**src/rtl/axis_frame_len_check_pkg.sv**
```systemverilog
// ---------------------------------------------------------------------------
// axis_frame_len_check_pkg
//   Private definitions for axis_frame_len_check: the two-state FSM type,
//   the tuser polarity that marks a frame as bad, and the helper that folds
//   the individual bad-frame causes into the single tuser bit on tlast.
//   Not shared with axis_frame_fifo; only the polarity (1 = bad) has to
//   agree with that block's USER_BAD_FRAME_VALUE default.
// ---------------------------------------------------------------------------
package axis_frame_len_check_pkg;

    // PASS    : beats are forwarded to the output register and counted.
    // DISCARD : the frame was truncated; the remainder is swallowed until
    //           its own tlast.
    typedef enum logic [0:0] {
        ST_PASS    = 1'b0,
        ST_DISCARD = 1'b1
    } state_t;

    // tuser value that marks a frame as bad for the downstream frame FIFO.
    localparam logic USER_BAD = 1'b1;

    // Bad-frame flag carried on the last emitted beat of a frame.
    function automatic logic mark_bad(
        input logic in_user,
        input logic short_frame,
        input logic truncated
    );
        return (in_user == USER_BAD) | short_frame | truncated;
    endfunction

endpackage

```
**src/rtl/axis_frame_len_check.sv**
```systemverilog
// ---------------------------------------------------------------------------
// axis_frame_len_check
//   Sits in front of axis_frame_fifo. Counts beats per AXI-stream frame and
//   enforces MIN_LEN / MAX_LEN:
//     - frames shorter than MIN_LEN get tuser=1 on their tlast beat;
//     - frames longer than MAX_LEN are cut: beat MAX_LEN leaves with
//       tlast=1, tuser=1 and the rest of the input frame is dropped.
//   A per-frame status pulse (frame_done) with held length / bad /
//   truncated flags feeds the statistics counters.
//
// Ports
//   clk, rst            single clock; asynchronous active-high reset
//   input_axis_*        upstream AXI-stream slave (tdata/tvalid/tready/
//                       tlast/tuser, tuser=1 means bad frame)
//   output_axis_*       downstream AXI-stream master, one register deep,
//                       1-cycle latency, full throughput
//   frame_done          1-cycle pulse when a frame's last beat is loaded
//                       into the output register
//   frame_len           beats emitted for that frame (held)
//   frame_bad           frame short, truncated or input tuser on last beat
//   frame_truncated     frame exceeded MAX_LEN (held)
// ---------------------------------------------------------------------------
module axis_frame_len_check
    import axis_frame_len_check_pkg::*;
#(
    parameter int DATA_WIDTH = 8,
    parameter int LEN_WIDTH  = 16,
    parameter int MIN_LEN    = 1,
    parameter int MAX_LEN    = 1518
) (
    input  logic                  clk,
    input  logic                  rst,

    input  logic [DATA_WIDTH-1:0] input_axis_tdata,
    input  logic                  input_axis_tvalid,
    output logic                  input_axis_tready,
    input  logic                  input_axis_tlast,
    input  logic                  input_axis_tuser,

    output logic [DATA_WIDTH-1:0] output_axis_tdata,
    output logic                  output_axis_tvalid,
    input  logic                  output_axis_tready,
    output logic                  output_axis_tlast,
    output logic                  output_axis_tuser,

    output logic                  frame_done,
    output logic [LEN_WIDTH-1:0]  frame_len,
    output logic                  frame_bad,
    output logic                  frame_truncated
);

    localparam logic [LEN_WIDTH-1:0] MIN_L = LEN_WIDTH'(MIN_LEN);
    localparam logic [LEN_WIDTH-1:0] MAX_L = LEN_WIDTH'(MAX_LEN);
    localparam logic [LEN_WIDTH-1:0] ONE_L = LEN_WIDTH'(1);

    state_t                 state;
    state_t                 state_next;
    logic [LEN_WIDTH-1:0]   cnt;
    logic [LEN_WIDTH-1:0]   cnt_next;
    logic [LEN_WIDTH-1:0]   cnt_n;

    logic                   accept;
    logic                   load;
    logic                   end_frame;
    logic                   trunc;
    logic                   short_frame;
    logic                   hit_max;
    logic                   out_last_d;
    logic                   out_user_d;

    // -----------------------------------------------------------------------
    // Handshake and beat indexing
    // -----------------------------------------------------------------------
    // While discarding, nothing is written to the output register, so input
    // beats can be swallowed even when downstream is stalled.
    assign input_axis_tready = (state == ST_DISCARD) | ~output_axis_tvalid | output_axis_tready;
    assign accept            = input_axis_tvalid & input_axis_tready;

    // 1-based index of the beat currently presented at the input.
    assign cnt_n       = cnt + ONE_L;
    assign short_frame = (cnt_n < MIN_L);
    assign hit_max     = (cnt_n == MAX_L);

    // -----------------------------------------------------------------------
    // FSM state and beat counter
    // -----------------------------------------------------------------------
    always_ff @(posedge clk or posedge rst) begin
        if (rst) begin
            state <= ST_PASS;
            cnt   <= '0;
        end else begin
            state <= state_next;
            cnt   <= cnt_next;
        end
    end

    always_comb begin
        state_next = state;
        cnt_next   = cnt;
        load       = 1'b0;
        end_frame  = 1'b0;
        trunc      = 1'b0;
        out_last_d = input_axis_tlast;
        out_user_d = input_axis_tuser;

        case (state)
            ST_PASS: begin
                if (accept) begin
                    load = 1'b1;
                    if (input_axis_tlast) begin
                        // A tlast landing exactly on MAX_LEN is a legal frame.
                        end_frame  = 1'b1;
                        out_user_d = mark_bad(input_axis_tuser, short_frame, 1'b0);
                        cnt_next   = '0;
                    end else if (hit_max) begin
                        // Close the frame ourselves and drop what follows.
                        end_frame  = 1'b1;
                        trunc      = 1'b1;
                        out_last_d = 1'b1;
                        out_user_d = USER_BAD;
                        cnt_next   = '0;
                        state_next = ST_DISCARD;
                    end else begin
                        cnt_next = cnt_n;
                    end
                end
            end

            ST_DISCARD: begin
                if (accept && input_axis_tlast) begin
                    state_next = ST_PASS;
                end
            end

            default: begin
                state_next = ST_PASS;
                cnt_next   = '0;
            end
        endcase
    end

    // -----------------------------------------------------------------------
    // Output register
    // -----------------------------------------------------------------------
    // A load only happens when the register is empty or draining this cycle,
    // so contents never change while valid is held against a stalled sink.
    always_ff @(posedge clk or posedge rst) begin
        if (rst) begin
            output_axis_tvalid <= 1'b0;
            output_axis_tdata  <= '0;
            output_axis_tlast  <= 1'b0;
            output_axis_tuser  <= 1'b0;
        end else if (load) begin
            output_axis_tvalid <= 1'b1;
            output_axis_tdata  <= input_axis_tdata;
            output_axis_tlast  <= out_last_d;
            output_axis_tuser  <= out_user_d;
        end else if (output_axis_tready) begin
            output_axis_tvalid <= 1'b0;
        end
    end

    // -----------------------------------------------------------------------
    // Per-frame status
    // -----------------------------------------------------------------------
    // Updated in the same cycle the frame's last beat enters the output
    // register; held until the next frame ends.
    always_ff @(posedge clk or posedge rst) begin
        if (rst) begin
            frame_done      <= 1'b0;
            frame_len       <= '0;
            frame_bad       <= 1'b0;
            frame_truncated <= 1'b0;
        end else begin
            frame_done <= end_frame;
            if (end_frame) begin
                frame_len       <= cnt_n;
                frame_bad       <= out_user_d;
                frame_truncated <= trunc;
            end
        end
    end

endmodule
```
**config.mk**
```make
export PLATFORM = sky130hd
export DESIGN_NAME = axis_frame_len_check
export DESIGN_NICKNAME = d
export VERILOG_FILES = /design/src/rtl/axis_frame_len_check_pkg.sv /design/src/rtl/axis_frame_len_check.sv
export SDC_FILE = /design/constraint.sdc
export NUM_CORES = 1
export LEC_CHECK = 0
export ABC_CLOCK_PERIOD_IN_PS = 2900
export BUFFER_PORTS_ARGS = -buffer_cell sky130_fd_sc_hd__buf_2
export CORE_MARGIN = 2
export CORE_UTILIZATION = 50
export DETAILED_ROUTE_END_ITERATION = 6
export PLACE_DENSITY = 0.76
export SLEW_MARGIN = 40
export SYNTH_ARGS = -nofsm -noshare
export SYNTH_HDL_FRONTEND = slang
export SYNTH_SLANG_ARGS = --single-unit
```
**constraint.sdc**
```tcl
create_clock -name clk -period 2.9 [get_ports clk]
set_input_delay 0.58 -clock clk [delete_from_list [all_inputs] [get_ports clk]]
set_output_delay 0.58 -clock clk [all_outputs]
set_load 0.005 [all_outputs]
```
# ---- Yosys cells after proc, flatten, opt, wreduce, memory -nomap -nowiden
# Cells that the tools add are included.
dict set report classes {
  n_addsub 1
  multipliers 0
  div_mod_pow 0
  order_cmp 1
  n_eq_ne 1
  shifts 0
  muxes 21
  n_bitwise 6
  n_reduce_logical 3
}
# operator n
set ops {}
lappend ops {{$mux W16} 2}
lappend ops {{$mux W1} 18}
lappend ops {{$add A16 B1 Y16 const B} 1}
lappend ops {{$eq A16 B11 Y1 const B} 1}
lappend ops {{$lt A16 B1 Y1 const B} 1}
lappend ops {{$or A1 B1 Y1} 3}
lappend ops {{$not A1 Y1} 2}
lappend ops {{$pmux W1 S2} 1}
lappend ops {{$reduce_and A2 Y1} 1}
lappend ops {{$reduce_bool A2 Y1} 1}
lappend ops {{$and A1 B1 Y1} 1}
lappend ops {{$logic_and A1 B1 Y1} 1}
dict set report totals {
  regBits 47
  latch_bits 0
  ram_bits 0
  mem_bits_ro 0
  input_bits 14
  output_inout_bits 31
  wordCells 43
  n_memories 0
}

# ---- Depth between registers and ports, before layout
# Gate-level depths: netlist of the first run.
dict set report logic_depth {
  depth_word 7
  depth_mapped 10
  mapped_depth_nobuf 9
}

# ---- Least setup slack after synthesis of the first run
# OpenSTA, ideal clock, no wires.
dict set report synth_path {
  path_type {reg2reg}
  from {reg cnt[3]}
  to {reg frame_len[15]}
  setup_time_ns 0.125
  arrival_ns 2.990
  required_ns 2.775
  slack_ns -0.215
  stages_incl_launch_ff 10
  path_buffers 2
  period_less_slack_ns 3.115
  path_cell_list {dfrtp_1 > buf_2 > nand4_2 > nor4_4 > mux2_2 > mux2_2 > or4b_4 > a21oi_4 > buf_8 > mux2_4}
}
dict set report synth_between {
  elab_chain_cells 6
}
# item line
set synth_lines {}
lappend synth_lines {{from (decl)} axis_frame_len_check.sv:58} ;# logic [LEN_WIDTH-1:0] cnt;
lappend synth_lines {{from (signal assigned)} axis_frame_len_check.sv:93} ;# cnt <= cnt_next;
lappend synth_lines {{$add A16 B1 Y16} axis_frame_len_check.sv:80} ;# assign cnt_n = cnt + ONE_L;
lappend synth_lines {{$eq A16 B11 Y1} axis_frame_len_check.sv:82} ;# assign hit_max = (cnt_n == MAX_L);
lappend synth_lines {{$mux W1} axis_frame_len_check.sv:115} ;# end else if (hit_max) begin
lappend synth_lines {{$mux W1} axis_frame_len_check.sv:110} ;# if (input_axis_tlast) begin
lappend synth_lines {{$mux W1} axis_frame_len_check.sv:108} ;# if (accept) begin
lappend synth_lines {{$mux W1} axis_frame_len_check.sv:106} ;# case (state)
lappend synth_lines {{via end_frame} axis_frame_len_check.sv:64} ;# logic end_frame;
lappend synth_lines {{to (signal assigned)} axis_frame_len_check.sv:177} ;# frame_len <= cnt_n;
lappend synth_lines {{to (decl)} axis_frame_len_check.sv:47} ;# output logic [LEN_WIDTH-1:0] frame_len,
# The timed path passes the listed nets, and every way through them passes these cells.
# A chain may end at the register's enable or synchronous reset.

# ---- Final worst setup path of the first run
dict set report layout_path {
  from {reg cnt[8]}
  to {reg frame_len[12]}
}
dict set report layout_between {
  elab_chain_cells 6
}
# item line
set layout_lines {}
lappend layout_lines {{$add A16 B1 Y16 *} axis_frame_len_check.sv:80}
lappend layout_lines {{$eq A16 B11 Y1} axis_frame_len_check.sv:82}
lappend layout_lines {{$mux W1} axis_frame_len_check.sv:115}
lappend layout_lines {{$mux W1} axis_frame_len_check.sv:110}
lappend layout_lines {{$mux W1} axis_frame_len_check.sv:108}
lappend layout_lines {{$mux W1} axis_frame_len_check.sv:106}
# Mark *: on every way between the ends. The rest lies on a longest branch, timed or not.

==> metrics.yaml, run 1 <==
status:
  status: "complete, no violations"
synth:
  synth_cell_types: 46
  ys.flop_type: "dfrtp_1"
  seq_area_frac_synth_pct: 47.14
  yosysTopAreaCell: "dfrtp_1"
  synth_edf_count: 0
  yosys-top-cells-area: "dfrtp_1 (47%), nand2_1 (5.7%), mux2_2 (5.0%), xnor2_1 (4.2%), mux2i_1 (2.4%)"
  synthesis.area_mm2: 0.002495
  yosys.area.top_type_share_pct: 47.14
  syn_avg_cell_area_um2: 10.06
  yosysWarningCount: 0
  synth_cells: 248
  synth-seq-cells: 47
  synth_nets: 265
  synthArstFlopShare_pct: 100.0
die:
  die-area_mm2: 0.005571
  core_area_mm2: 0.004755
  die_h_um: 74.64
  ioPinCount: 45
  fp.dieW_um: 74.64
  start_util_pct: 52.47
  rows: 25
worst_setup_path:
  worstSetupPathType: "reg -> reg"
  critPathMaxFanout: 8
  reg2reg_slack_ns: 0.007
  start_kind: "register"
  critPathRequiredTime_ns: 3.09
  cp-end-kind: "register"
  arrival_ns: 3.08
sta:
  skew_ns: 0.008953
  fin_crit_sh_pct: 99.77
  clock.fmax_mhz: 345.6
  report.final.slew_viol_count: 0
  worst_pin_slew_ns: 0.6227
  rsz0062_at_grt: "yes"
  relSlewSlack_pct: 58.33
  setup_viol: 0
  period_minus_slack_ns: 2.893
  hold_viol_final: 0
  hold_ws_ns: 0.2674
clock_tree:
  cts.htree.levels: 2
  clk_latency_ns: 0.31
  numCtsBuffers: 5
  cts_buffer_depth: 2
  root_buffer: "clkbuf_8"
  path_clk_slew_ns: 0.09
  cts_tree: "built"
  cts.sinks: 47
global_route:
  antenna_found_initial: 0
  grt_overflow: 0
  grt_max_degree: 29
  grt_pass1_wl_um: 9577
  grt_usage_pct: 22.83
  grt_pass1_vias: 2052
drt:
  routedWlPerCell_um: 15.47
  postRouteAntennaNets: 0
  vias_per_cell: 5.333
  vias: 2080
  drt_first_pass_iters: 4
  drc: 0
  routed_wl_um: 6033
  drt_first_iter_violations: 223
placement:
  hpwl_um: 4254
  portBuffers: 44
  dpl.cell_count: 371
  globalplace.congestion: 0.9099
layout:
  instances_no_fill: 390
  final_cell_mix: "dfrtp_1 (44), buf_2 (44), nand2_1 (38)"
  area_growth_pct: 30.14
  drive_above_1_share_pct: 38.08
  nets: 339
  diodes: 0
  utilization_pct: 68.29
flow_run:
  drv_cap: 0
hold_path:
  hold_class: "in -> async"
power_and_ir_drop:
  p_leak_uw: 0.001578
  vdd_drop_max_mv: 0.3596
  power-per-cell-area_mw_per_mm2: 489.4
  fin_total_pwr_uw: 1589
[registers in the layout, summed over array words and instances (netlist names)]
name and count:
frame_bad 1, output_axis_tlast 1, output_axis_tdata 8, cnt 16
output_axis_tvalid 1, frame_truncated 1, frame_len 16, frame_done 1
output_axis_tuser 1, state 1
[final timing paths]
path | cells after the start | to | start
max in group asynchronous | 3 | frame_len[3] | rst
max | 9 | frame_len[12] | cnt[8]
min in group clk | 3 | output_axis_tdata[1] | input_axis_tdata[1]
min reg2reg | 2 | output_axis_tdata[1] | output_axis_tdata[1]
min | 2 | frame_len[5] | rst
max reg2reg | 9 | frame_len[12] | cnt[8]
[Yosys cell counts, drive strengths merged (2+ instances only)]
| cell | instances |
|---|---|
| mux2i | 7 |
| a22o | 6 |
| a21o | 2 |
| mux2 | 12 |
| ha | 3 |
| nand3 | 13 |
| nand2 | 38 |
| dfrtp | 47 |
| o21ai | 10 |
| buf | 8 |
| xor2 | 5 |
| nor4 | 4 |
| o21a | 2 |
| nor2 | 16 |
| or4 | 5 |
| a21oi | 2 |
| inv | 12 |
| nor3 | 4 |
| clkbuf | 7 |
| nand2b | 3 |
| nand4 | 3 |
| o22a | 2 |
| or2 | 3 |
| and3 | 4 |
| o31ai | 7 |
| xnor2 | 12 |
[worst max-delay path, stage by stage (launching register included)]
cell     delay, ns
dfrtp_1       0.40
buf_4         0.12
buf_4         0.13
nand3_1       0.15
or4_1         0.56
and2_1        0.22
or4b_4        0.51
a21oi_4       0.22
buf_12        0.18
mux2_4        0.30
[routing by layer]
metal	routed length, µm	global-route usage [%]	vias up
met5	0	0	-
met4	78	8.135	0
met3	353	3.748	8
met2	2954	38.45	78
met1	2646	29.98	988
li1	-	-	1006
[cell families after synthesis]
logic type                 synth area share (%)
DFF                                       47.14
muxes                                     8.877
xor gates and xnor gates                  5.968
and+or+nand+nor                           20.91
adders and majority gates                 1.505
buffers and inverters                     5.065
AOI/OAI and AO/OA                         10.53
[area by class of cell]
type	instances	area [µm²]
repair buffers	82	543.0
inverters	12	45.04
flip-flops and latches	47	1180
clock buffers	5	68.82
fillers	382	1508
well taps	67	83.83
multi-input cells	174	1282
clock inverters	3	43.79
[report_power, final]
| group | leakage, µW | switching (µW) | internal (µW) |
|---|---|---|---|
| registers | 0.000607 | 45.4 | 724 |
| clock network | 0.0000581 | 225 | 257 |
| logic | 0.000912 | 169 | 168 |
| total | 0.00158 | 439 | 1150 |
[through the flow]
stage                     worst slack, ns  instance area (µm²)  setup TNS [ns]
after global routing             -0.08592                 3247         -0.6600
after CTS                        0.002994                 3128               0
after global placement            0.06927                 2989               0
after detailed placement          0.01341                 2989               0
final                            0.006665                 3247               0
after floorplan                  -0.06025                 2536        -0.06025
[repair_timing]
item                                    CTS  global route
hold buffers                              0             0
setup buffers                             3             8
resized for setup                         1            11
endpoints found under the setup margin    9             9
pin swaps                                 3             5
Power figures use the tool's default switching activity.
==> run 2, diff against run 1 <==
- ABC_CLOCK_PERIOD_IN_PS: 2900 -> 3600
- CORE_UTILIZATION: 50 -> 52
- PLACE_DENSITY: 0.76 -> 0.75
- clock period: 2.9 -> 3.6 ns (I/O delays scaled with it)
==> run 2 against run 1 <==
  * Hold slack improved by 0.21 ns
  * Setup slack better by 0.27 ns
  * Design area decreased by 13%
  * Critical endpoint is now frame_len[5]
  * Clock skew is 0.0061 ns lower
  * Register-to-register slack improved by 0.27 ns
  * Highest routed layer unchanged
==> metrics.yaml, run 2 (synthesis results as in run 1) <==
power_and_ir_drop:
  switching_share_pct: 27.60  # -0.055 points
  clockPowerShare_pct: 25.7  # -4.6 points
  p_leak_uw: 0.001367  # -13%
  intPower_uw: 809.0  # -30%
  power-per-cell-area_mw_per_mm2: 395.3  # -19%
  netSwitchingPower_uw: 308.4  # -30%
  comb_power_share_pct: 18.0  # -3.2 points
  power_frac_seq_pct: 56.3  # +7.8 points
  vdd_drop_max_mv: 0.2484  # -31%
drt:
  drc: 0  # unchanged
  drt_first_pass_iters: 4  # unchanged
  routedWlPerCell_um: 15.14  # -2.1%
  drt_first_iter_violations: 46  # -79%
  vias_per_cell: 5.609  # +5.2%
  routed_wl_um: 5192  # -14%
  vias: 1924  # -7.5%
  postRouteAntennaNets: 0  # unchanged
global_route:
  met2_usage_pct: 32.53  # -5.9 points
  grt_use_met1_pct: 27.13  # -2.8 points
  grt_pass1_wl_um: 8286  # -13%
  grt_pass1_vias: 1708  # -17%
  grt_overflow: 0  # unchanged
  grt_max_degree: 48  # +66%
  grt_use_met3_pct: 5.350  # +1.6 points
  busiest_layer: "met2"
  antenna_found_initial: 0  # unchanged
  grt_usage_pct: 20.49  # -2.3 points
die:
  fp.dieW_um: 73.27  # -1.8%
  core_area_mm2: 0.004661  # -2.0%
  rows: 25  # unchanged
  die-area_mm2: 0.005368  # -3.7%
  die_h_um: 73.27  # -1.8%
  ioPinCount: 45  # unchanged
  start_util_pct: 53.53  # +1.1 points
sta:
  skew_ns: 0.002883  # -0.006070 ns
  relSlewSlack_pct: 55.22  # -3.1 points
  period_minus_slack_ns: 3.323  # +0.4299 ns
  hold_viol_final: 0  # unchanged
  report.final.slew_viol_count: 0  # unchanged
  rsz0062_at_grt: "no"
  worst_pin_slew_ns: 0.6692  # +0.04646 ns
  fin_crit_sh_pct: 92.31  # -7.5 points
  clock.fmax_mhz: 300.9  # -13%
  fin_setup_tns_ns: 0  # unchanged
  hold_ws_ns: 0.4742  # +0.2067 ns
  setup_viol: 0  # unchanged
  layout_setup_ws_ns: 0.2768  # +0.2701 ns
layout:
  area_growth_pct: 13.29
  diodes: 0  # unchanged
  drive_above_1_share_pct: 28.03  # -10 points
  utilization_pct: 60.64  # -7.6 points
  final_cell_mix: "dfrtp_1 (47), buf_2 (44), nand2_1 (38)"
  instances_no_fill: 343  # -12%
  final_common_cell: "dfrtp_1"
  reg_top3: "cnt x16, frame_len x16, output_axis_tdata x8"
  nets: 307  # -9.4%
clock_tree:
  clk_latency_ns: 0.29  # -0.02 ns
  cts.htree.levels: 2  # unchanged
  root_buffer: "clkbuf_8"
  path_clk_slew_ns: 0.08  # about the same
  cts_resized: 0  # -1
  cts.sinks: 47  # unchanged
  cts_buffer_depth: 2  # unchanged
  cts_setup_buffers: 0  # -3
  numCtsBuffers: 5  # unchanged
  postCtsHoldBufs: 0  # unchanged
  cts_tree: "built"
placement:
  dpl.cell_count: 337  # -9.2%
  hpwl_um: 3746  # -12%
  globalplace.congestion: 0.9248  # +1.6%
  portBuffers: 44  # unchanged
  place_ws_ns: 0.2809  # +0.2675 ns
worst_setup_path:
  critPathBufInv: 1  # -2
  cp_common_cell: "mux2_2"
  rr_startpoint: "cnt[5]"
  critPathMaxFanout: 11  # +3
  timing.rr.end: "frame_len[5]"
  arrival_ns: 3.51  # +0.43 ns
  rr_worst_depth: 8  # -1
  crit_path_start: "cnt[5]"
  path_depth: 8  # -1
  crit_end: "frame_len[5]"
  cp_slowest_stage_delay_ns: 0.57  # about the same
  cp-end-kind: "register"
  start_kind: "register"
  crit_path_top_delay_cell: "or4b_4"
  critPathRequiredTime_ns: 3.78  # +0.69 ns
  reg2reg_slack_ns: 0.28  # +0.27 ns
  worstSetupPathType: "reg -> reg"
  path_delay_family: "simple AND/OR/NAND/NOR gates"
  cp_cell_sequence: "nand4_2 > nor4_4 > mux2_2 > mux2_2 > or4b_4 > a21oi_4 > buf_4 > mux2_2"
hold_path:
  hold_class: "reg -> reg"
status:
  status: "complete, no violations"
flow_run:
  drv_cap: 0  # unchanged
run 2: worst min-delay path by stage:
stage | startpoint | end | slack [ns] | cells after the start
6_report | output_axis_tdata[7] | output_axis_tdata[7] | 0.47 | 2
3_3_place_gp | output_axis_tdata[3] | output_axis_tdata[3] | 0.45 | 2
2_1_floorplan | output_axis_tdata[0] | output_axis_tdata[0] | 0.47 | 2
3_5_place_dp | output_axis_tdata[7] | output_axis_tdata[7] | 0.46 | 2
4_1_cts | output_axis_tdata[7] | output_axis_tdata[7] | 0.48 | 2
5_1_grt | output_axis_tdata[4] | output_axis_tdata[4] | 0.51 | 2
run 2: cell type report:
cell class,count,area (µm²)
clock buffer,6,72.57
inverter,12,47.55
fill,409,1834
sequential,47,1176
multi-input combinational,174,1197
tap,54,67.56
timing repair buffer,50,265.3
run 2: tightest hold or removal path, stage by stage (launching register included):
cell	delay (ns)
dfrtp_1	0.34
nand2_1	0.05
nand2_1	0.06
run 2: stage by stage:
step,instance area [µm²],total power [µW]
2_1_floorplan,2495,761.4
3_3_place_gp,2751,837.2
3_5_place_dp,2754,844.0
4_1_cts,2826,1133
5_1_grt,2826,1184
6_report,2826,1117
run 2: power by group through the flow:
stage / sequential, µW / clock (µW) / combinational [µW]
detailed placement: 640 / 0 / 204
global route: 638 / 319 / 226
CTS: 630 / 298 / 205
floorplan: 628 / 0 / 134
global placement: 637 / 0 / 200
finish: 629 / 287 / 201
run 2: per-layer routing:
layer | vias up | wire length (µm)
li1 | 932 | -
met1 | 918 | 2374
met2 | 70 | 2443
met3 | 4 | 340
met4 | 0 | 34
met5 | - | 0
